==> config.mk <==
export PLATFORM = sky130hd
export DESIGN_NAME = sram_req_arbiter
export DESIGN_NICKNAME = d
export VERILOG_FILES = /design/src/rtl/arb_pkg.sv /design/src/rtl/arb_grant.sv /design/src/rtl/sram_req_arbiter.sv
export SDC_FILE = /design/constraint.sdc
export NUM_CORES = 1
export LEC_CHECK = 0
export ABC_AREA = 1
export BUFFER_PORTS_ARGS = -buffer_cell sky130_fd_sc_hd__buf_2
export CAP_MARGIN = 20
export CORE_AREA = 2 2 120 122
export CTS_BUF_LIST = sky130_fd_sc_hd__clkbuf_16
export CTS_CLUSTER_DIAMETER = 60
export DETAILED_ROUTE_END_ITERATION = 16
export DIE_AREA = 0 0 122 124
export PLACE_DENSITY_LB_ADDON = 0.1
export SLEW_MARGIN = 20
export SYNTH_ARGS = -nofsm -noshare
export SYNTH_HDL_FRONTEND = slang
export SYNTH_SLANG_ARGS = --single-unit
==> constraint.sdc <==
create_clock -name clock -period 1.03 [get_ports clock]
set_input_delay 0.0515 -clock clock [delete_from_list [all_inputs] [get_ports clock]]
set_output_delay 0.0515 -clock clock [all_outputs]
set_load 0.02 [all_outputs]
==> src/rtl/arb_pkg.sv <==
// -----------------------------------------------------------------------------
// arb_pkg
// Shared types for the sram-like request arbiter:
//   arb_state_e : arbiter FSM states (IDLE / REQ / RESP)
//   owner_e     : which requester owns the shared port (OWN_INST=0, OWN_DATA=1)
//   SIZE_*      : sram-like transfer size encodings
//   starve_cnt_w: width of the optional starvation counter
// -----------------------------------------------------------------------------
package arb_pkg;

  typedef enum logic [1:0] {
    IDLE = 2'd0,
    REQ  = 2'd1,
    RESP = 2'd2
  } arb_state_e;

  typedef enum logic {
    OWN_INST = 1'b0,
    OWN_DATA = 1'b1
  } owner_e;

  localparam logic [1:0] SIZE_BYTE = 2'b00;
  localparam logic [1:0] SIZE_HALF = 2'b01;
  localparam logic [1:0] SIZE_WORD = 2'b10;

  // Enough bits to hold the value `limit` itself, so the counter can saturate
  // exactly at the limit.
  function automatic int starve_cnt_w(input int limit);
    return (limit < 1) ? 1 : $clog2(limit + 1);
  endfunction

endpackage : arb_pkg

==> src/rtl/arb_grant.sv <==
// -----------------------------------------------------------------------------
// arb_grant
// Picks the next owner of the shared memory port from the two pending
// requests. Data has fixed priority over instruction fetch.
//
// Optional feature (macro ARB_STARVE_GUARD_EN): a saturating counter tracks
// consecutive data grants made while a fetch was waiting; once it reaches
// STARVE_LIMIT the next arbitration goes to the fetch regardless of data_req.
// Without the macro the counter (and the clock/reset ports) do not exist.
//
// Ports:
//   clock, reset  : only present with ARB_STARVE_GUARD_EN (counter state)
//   inst_req      : fetch request pending
//   data_req      : data request pending
//   grant_en      : an arbitration decision is being taken this cycle
//   grant_valid   : at least one request is pending
//   grant_owner   : requester chosen when grant_valid
// -----------------------------------------------------------------------------
module arb_grant
  import arb_pkg::*;
#(
  parameter int STARVE_LIMIT = 4
) (
`ifdef ARB_STARVE_GUARD_EN
  input  logic   clock,
  input  logic   reset,
`endif
  input  logic   inst_req,
  input  logic   data_req,
  input  logic   grant_en,
  output logic   grant_valid,
  output owner_e grant_owner
);

  if (STARVE_LIMIT < 1) begin : g_bad_limit
    $error("arb_grant: STARVE_LIMIT must be at least 1");
  end

  assign grant_valid = inst_req | data_req;

`ifdef ARB_STARVE_GUARD_EN
  localparam int CW = starve_cnt_w(STARVE_LIMIT);

  logic [CW-1:0] starve_cnt;
  logic          starved;

  assign starved = (starve_cnt == CW'(STARVE_LIMIT));

  // NOTE: sequential state is written with non-blocking assignments only, so
  // every flop samples its inputs from before the clock edge.
  always_ff @(posedge clock) begin
    if (reset) begin
      starve_cnt <= '0;
    end else if (!inst_req) begin
      starve_cnt <= '0;
    end else if (grant_en && grant_valid) begin
      if (grant_owner == OWN_INST) begin
        starve_cnt <= '0;
      end else if (!starved) begin
        starve_cnt <= starve_cnt + 1'b1;
      end
    end
  end

  always_comb begin
    // Data wins unless a waiting fetch has been passed over too many times.
    if (data_req && !(starved && inst_req)) begin
      grant_owner = OWN_DATA;
    end else if (inst_req) begin
      grant_owner = OWN_INST;
    end else begin
      grant_owner = OWN_DATA;
    end
  end

  logic unused_grant_en;
  assign unused_grant_en = 1'b0;
`else
  always_comb begin
    if (data_req) begin
      grant_owner = OWN_DATA;
    end else if (inst_req) begin
      grant_owner = OWN_INST;
    end else begin
      grant_owner = OWN_DATA;
    end
  end

  // Without the starvation guard the decision is purely combinational; the
  // arbitration strobe is kept in the interface so both builds share a port.
  logic unused_grant_en;
  assign unused_grant_en = grant_en;
`endif

endmodule : arb_grant

==> src/rtl/sram_req_arbiter.sv <==
// -----------------------------------------------------------------------------
// sram_req_arbiter
// Shares one sram-like memory port (towards the AXI bridge) between the
// instruction-fetch requester and the data-memory requester. Fixed priority
// data over inst, one outstanding transaction at a time. addr_ok / data_ok /
// rdata are routed back to the owner. An accepted fetch can be cancelled
// (exception / branch redirect); its response is then swallowed.
//
// Optional feature: define ARB_STARVE_GUARD_EN to force a waiting fetch
// through after STARVE_LIMIT consecutive data grants.
//
// Ports:
//   clock, reset                    : clock, synchronous active-high reset
//   inst_req/wr/size/addr/wdata     : fetch request (held until inst_addr_ok)
//   inst_cancel                     : pulse, discard the in-flight fetch
//   inst_addr_ok/data_ok/rdata      : fetch handshakes and read data
//   data_req/wr/size/addr/wdata     : data request (held until data_addr_ok)
//   data_addr_ok/data_ok/rdata      : data handshakes and load data
//   mem_req/wr/size/addr/wdata      : shared downstream request
//   mem_addr_ok/data_ok/rdata       : downstream handshakes and read data
// -----------------------------------------------------------------------------
module sram_req_arbiter
  import arb_pkg::*;
#(
  parameter int ADDR_W       = 32,
  parameter int DATA_W       = 32,
  parameter int STARVE_LIMIT = 4
) (
  input  logic              clock,
  input  logic              reset,

  input  logic              inst_req,
  input  logic              inst_wr,
  input  logic [1:0]        inst_size,
  input  logic [ADDR_W-1:0] inst_addr,
  input  logic [DATA_W-1:0] inst_wdata,
  input  logic              inst_cancel,
  output logic              inst_addr_ok,
  output logic              inst_data_ok,
  output logic [DATA_W-1:0] inst_rdata,

  input  logic              data_req,
  input  logic              data_wr,
  input  logic [1:0]        data_size,
  input  logic [ADDR_W-1:0] data_addr,
  input  logic [DATA_W-1:0] data_wdata,
  output logic              data_addr_ok,
  output logic              data_data_ok,
  output logic [DATA_W-1:0] data_rdata,

  output logic              mem_req,
  output logic              mem_wr,
  output logic [1:0]        mem_size,
  output logic [ADDR_W-1:0] mem_addr,
  output logic [DATA_W-1:0] mem_wdata,
  input  logic              mem_addr_ok,
  input  logic              mem_data_ok,
  input  logic [DATA_W-1:0] mem_rdata
);

  arb_state_e state, state_next;
  owner_e     owner, owner_next;
  logic       drop, drop_next;

  logic       grant_en;
  logic       grant_valid;
  owner_e     grant_owner;
  logic       cancel_hit;
  logic       drop_eff;

  // Arbitration happens from IDLE, or when the current response completes so
  // a pending request can be issued without an IDLE bubble.
  assign grant_en = (state == IDLE) || (state == RESP && mem_data_ok);

  arb_grant #(
    .STARVE_LIMIT(STARVE_LIMIT)
  ) u_grant (
`ifdef ARB_STARVE_GUARD_EN
    .clock      (clock),
    .reset      (reset),
`endif
    .inst_req   (inst_req),
    .data_req   (data_req),
    .grant_en   (grant_en),
    .grant_valid(grant_valid),
    .grant_owner(grant_owner)
  );

  // A cancel only matters for a fetch that owns the port; it is ignored while
  // a data transaction is in flight.
  assign cancel_hit = (owner == OWN_INST) && inst_cancel;
  assign drop_eff   = drop || cancel_hit;

  // Request fields follow the owner; mem_req alone qualifies them.
  assign mem_wr    = (owner == OWN_DATA) ? data_wr    : inst_wr;
  assign mem_size  = (owner == OWN_DATA) ? data_size  : inst_size;
  assign mem_addr  = (owner == OWN_DATA) ? data_addr  : inst_addr;
  assign mem_wdata = (owner == OWN_DATA) ? data_wdata : inst_wdata;

  // Read data is a pass-through; each side qualifies it with its own data_ok.
  assign inst_rdata = mem_rdata;
  assign data_rdata = mem_rdata;

  always_ff @(posedge clock) begin
    if (reset) begin
      state <= IDLE;
      owner <= OWN_INST;
      drop  <= 1'b0;
    end else begin
      state <= state_next;
      owner <= owner_next;
      drop  <= drop_next;
    end
  end

  // NOTE: every signal driven here gets a default first, so no path through
  // the case statement can leave one unassigned and infer a latch.
  always_comb begin
    state_next   = state;
    owner_next   = owner;
    drop_next    = drop;
    mem_req      = 1'b0;
    inst_addr_ok = 1'b0;
    data_addr_ok = 1'b0;
    inst_data_ok = 1'b0;
    data_data_ok = 1'b0;

    unique case (state)
      IDLE: begin
        if (grant_valid) begin
          owner_next = grant_owner;
          state_next = REQ;
        end
      end

      REQ: begin
        mem_req      = 1'b1;
        inst_addr_ok = (owner == OWN_INST) && mem_addr_ok;
        data_addr_ok = (owner == OWN_DATA) && mem_addr_ok;
        if (mem_addr_ok) begin
          state_next = RESP;
          // Cancel before the address handshake is meaningless: the fetch
          // unit simply retargets its held request.
          if (cancel_hit) begin
            drop_next = 1'b1;
          end
        end
      end

      RESP: begin
        if (mem_data_ok) begin
          inst_data_ok = (owner == OWN_INST) && !drop_eff;
          data_data_ok = (owner == OWN_DATA);
          drop_next    = 1'b0;
          if (grant_valid) begin
            owner_next = grant_owner;
            state_next = REQ;
          end else begin
            state_next = IDLE;
          end
        end else if (cancel_hit) begin
          drop_next = 1'b1;
        end
      end

      default: begin
        state_next = IDLE;
      end
    endcase
  end

endmodule : sram_req_arbiter

==> results.cfg <==
[run_status]
status = finished with violations
violations_in_the_final_reports = negative setup slack

[sta]
final.setup_skew_ns = 0.0007953
post-route-min-period_ns = 1.251
timing_worst_slew_pin_value_ns = 0.1972
rsz_0062_raised_after_global_routing = true
period_utilization_pct = 121.5
setup-tns-final_ns = -12.47
final-max-slew-violation-count = 0
postLayoutSetupSlackWorst_ns = -0.2213
maxSlewHeadroom_pct = 86.84
clock.fmax_ghz = 0.7992
report.final.setup_viol = 72
hold_viol_final = 0

[detailed_routing]
drt-initial-drc-count = 30
detailedRoute.firstPassIterationCount = 4
drtAntennaViolNets = 0
dr_total_vias = 2329
avgRoutedWirePerCell_um = 11.81
drcViolationCount = 0
via_per_inst = 3.567
finalWirelength_um = 7715

[die]
boundary_pins = 309
initial_core_utilization_pct = 11.33
fp-row-count = 43
die-width_um = 122
core_area_sq_mm = 0.01372
die_height_um = 124
floorplan.die_area_sq_mm = 0.01513

[global_routing]
grt_pass1_vias = 2195
antenna_found_initial = 0
grt_first_pass_wirelength_um = 10230
grt_overflow_total = 0
grt_start_max_net_pins = 33
globalRouteTotalUtil_pct = 8.601

[logic_synthesis]
post_synth_xor_area_fraction_pct = 0
main_combinational_cell_family_by_area_after_synthesis = simple AND/OR/NAND/NOR gates
yosysSeqAreaShare_pct = 5.153
synthAdderAreaFrac_pct = 0
synth-compound-area-share_pct = 1.610
synth_area_per_cell_sq_um = 4.918
syn_inst = 316
post_synth_mux_area_share_pct = 0
ys_seq_elements = 4
syn-num-nets = 489
synthesis.area_sq_mm = 0.001554
yosysWarnings = 0
yosysUniqueCellTypes = 12
synth_simple_gate_area_share_pct = 54.27

[clocking]
cts_buffer_depth = 2
number_of_buffers_added_to_fix_hold_violations_after_cts = 0
clock_transition_at_the_registers_of_the_reported_paths_ns = 0.03
tritoncts = done
clk_sinks = 4
clk_root_buffer_cell = sky130_fd_sc_hd__clkbuf_16
ctsHtreeMaxLevel = 1
number_of_buffers_inserted_during_clock_tree_synthesis = 3
clock_latency_ns = 0.22

[power_and_ir_drop]
leakagePower_nw = 1.883
finalPower_mw = 2.774
powerDensity_mw_per_mm2 = 887.5
share_clk_of_total_power_pct = 21.6
power.sequential.fraction_pct = 7.0
net-switching-power_mw = 1.154
irDropWorstVdd_mv = 0.4425
internal_cell_power_mw = 1.620
p_sw_share_pct = 41.61
power.share.combinational_pct = 71.4

[setup_path]
worst_path_largest_cell_delay_ns = 0.41
timing.critical_path.fanout_max = 7
rr_worst_depth = 6
crit_path_cell_chain = buf_12, buf_12, nand2_1, nand2_2, buf_6
timing.critical_path.to_type = output pin
critical_path_source_type = flip-flop
critical-path-top-cell-by-count = sky130_fd_sc_hd__buf_12
critPathKind = flip-flop to output pin
cell_family_contributing_the_most_delay_on_the_critical_path = buffers and inverters
cp.buffers_inverters = 3
crit_arrival_ns = 1.20
critPathRequiredTime_ns = 0.98
crit_path_cell_count = 5
critPathSlowestCell = sky130_fd_sc_hd__dfxtp_4

[finish]
fin_area_sq_mm = 0.003126
layout-drive-gt1-share_pct = 60.68
post_layout_nonfiller_instances = 653
final_nets = 648
layout-area-overhead-vs-synth_pct = 101.1
insertedDiodeCount = 0

[placement]
place_congestion = 0.7643
dp_hpwl_um = 5921
numPortBuffers = 212
place_area_sq_mm = 0.002446
place_worst_setup_slack_ns = -0.06742
post-place-cells = 643

[flow_run]
timing.max_cap.violations = 0

[worst_hold_path]
worstHoldPathType = input port to flip-flop
holdPathStages = 2
logic make-up after synthesis:
group	after synthesis
and+or+nand+nor	221
buffers and inverters	86
AOI/OAI and AO/OA	5
DFF	4
metrics by stage:
| step | hold slack, ns | utilization, % |
|---|---|---|
| final | 0.03734 | 22.78 |
| after global placement | 0.1032 | 17.83 |
| after CTS | 0.04266 | 20.14 |
| after floorplan | 0.1206 | - |
| after detailed placement | 0.1032 | 17.83 |
| after global routing | 0.06699 | 22.78 |
registers in the layout, summed over array words and instances (netlist names):
| name | flops |
|---|---|
| drop | 1 |
| state | 2 |
| owner | 1 |
power groups by stage:
stage | registers, mW | clock network [mW] | logic (mW)
after floorplan | 0.180 | 0 | 1.18
after global placement | 0.187 | 0 | 1.53
after detailed placement | 0.187 | 0 | 1.52
after CTS | 0.188 | 0.603 | 1.73
after global routing | 0.196 | 0.619 | 2.15
final | 0.193 | 0.600 | 1.98
placed cells by master (no fill, tap or decap):
cell                        netlist  layout
sky130_fd_sc_hd__a21oi_1          5       3
sky130_fd_sc_hd__buf_8            0       3
sky130_fd_sc_hd__clkbuf_16        0       6
sky130_fd_sc_hd__buf_12           0       5
sky130_fd_sc_hd__buf_16           0       1
sky130_fd_sc_hd__buf_4           65      17
sky130_fd_sc_hd__or2_2            1       1
sky130_fd_sc_hd__inv_2            0       2
sky130_fd_sc_hd__a21oi_2          0       2
sky130_fd_sc_hd__nor2_4           0       2
sky130_fd_sc_hd__dfxtp_4          0       1
sky130_fd_sc_hd__buf_6            3      46
sky130_fd_sc_hd__dfxtp_2          0       1
sky130_fd_sc_hd__nand2_4          0       5
sky130_fd_sc_hd__inv_8            0       1
sky130_fd_sc_hd__nor2_1           5       4
sky130_fd_sc_hd__inv_1            6       4
sky130_fd_sc_hd__buf_2           11     158
sky130_fd_sc_hd__nand2_2          0      35
sky130_fd_sc_hd__nor4_4           0       1
sky130_fd_sc_hd__dfxtp_1          4       2
sky130_fd_sc_hd__nand2_1        213     173
worst reg2reg max path: stages (launching register included):
cell,delay (ns)
sky130_fd_sc_hd__dfxtp_4,0.41
sky130_fd_sc_hd__inv_8,0.08
sky130_fd_sc_hd__buf_6,0.15
sky130_fd_sc_hd__a21oi_2,0.11
sky130_fd_sc_hd__nand2_1,0.06
sky130_fd_sc_hd__nand2_1,0.05
sky130_fd_sc_hd__nor2_1,0.03
cell type report:
class / count / area (sq um)
Inverter: 7 / 33.78
Sequential cell: 4 / 85.08
Multi-Input combinational cell: 226 / 1022
Clock buffer: 3 / 75.07
Fill cell: 1595 / 10590
Tap cell: 180 / 225.2
Timing Repair Buffer: 233 / 1684
Yosys cell counts:
master / n / area share, %
sky130_fd_sc_hd__nand2_1: 213 / 51
sky130_fd_sc_hd__buf_4: 65 / 31
sky130_fd_sc_hd__buf_2: 11 / 3.5
sky130_fd_sc_hd__inv_1: 6 / 1.4
sky130_fd_sc_hd__a21oi_1: 5 / 1.6
sky130_fd_sc_hd__nor2_1: 5 / 1.2
sky130_fd_sc_hd__dfxtp_1: 4 / 5.2
sky130_fd_sc_hd__buf_6: 3 / 2.2
sky130_fd_sc_hd__inv_4: 1 / 0.40
sky130_fd_sc_hd__nor2_2: 1 / 0.40
sky130_fd_sc_hd__nor4_2: 1 / 0.81
sky130_fd_sc_hd__or2_2: 1 / 0.40
worst paths after layout:
path                  from           end  slack [ns]
setup / recovery     owner  mem_wdata[3]       -0.22
hold / removal       reset         owner        0.04
setup reg to reg     owner          drop        0.03
hold reg to reg   state[0]         owner        0.54
routing by layer:
| metal | up-vias | GRT usage [%] | wire length (um) |
|---|---|---|---|
| met2 | 120 | 16.66 | 4015 |
| met1 | 998 | 9.004 | 2813 |
| met3 | 22 | 2.198 | 725 |
| met5 | - | 0 | 0 |
| li1 | 1189 | - | - |
| met4 | 0 | 2.802 | 161 |
timing repair:
action | in CTS | in global routing
gates cloned | 1 | 4
resized for setup | 72 | 89
endpoints found under the hold margin | 0 | 0
setup buffers | 2 | 0
pin swaps | 0 | 22
endpoints found under the setup margin | 73 | 75
Power figures use the tool's default switching activity.
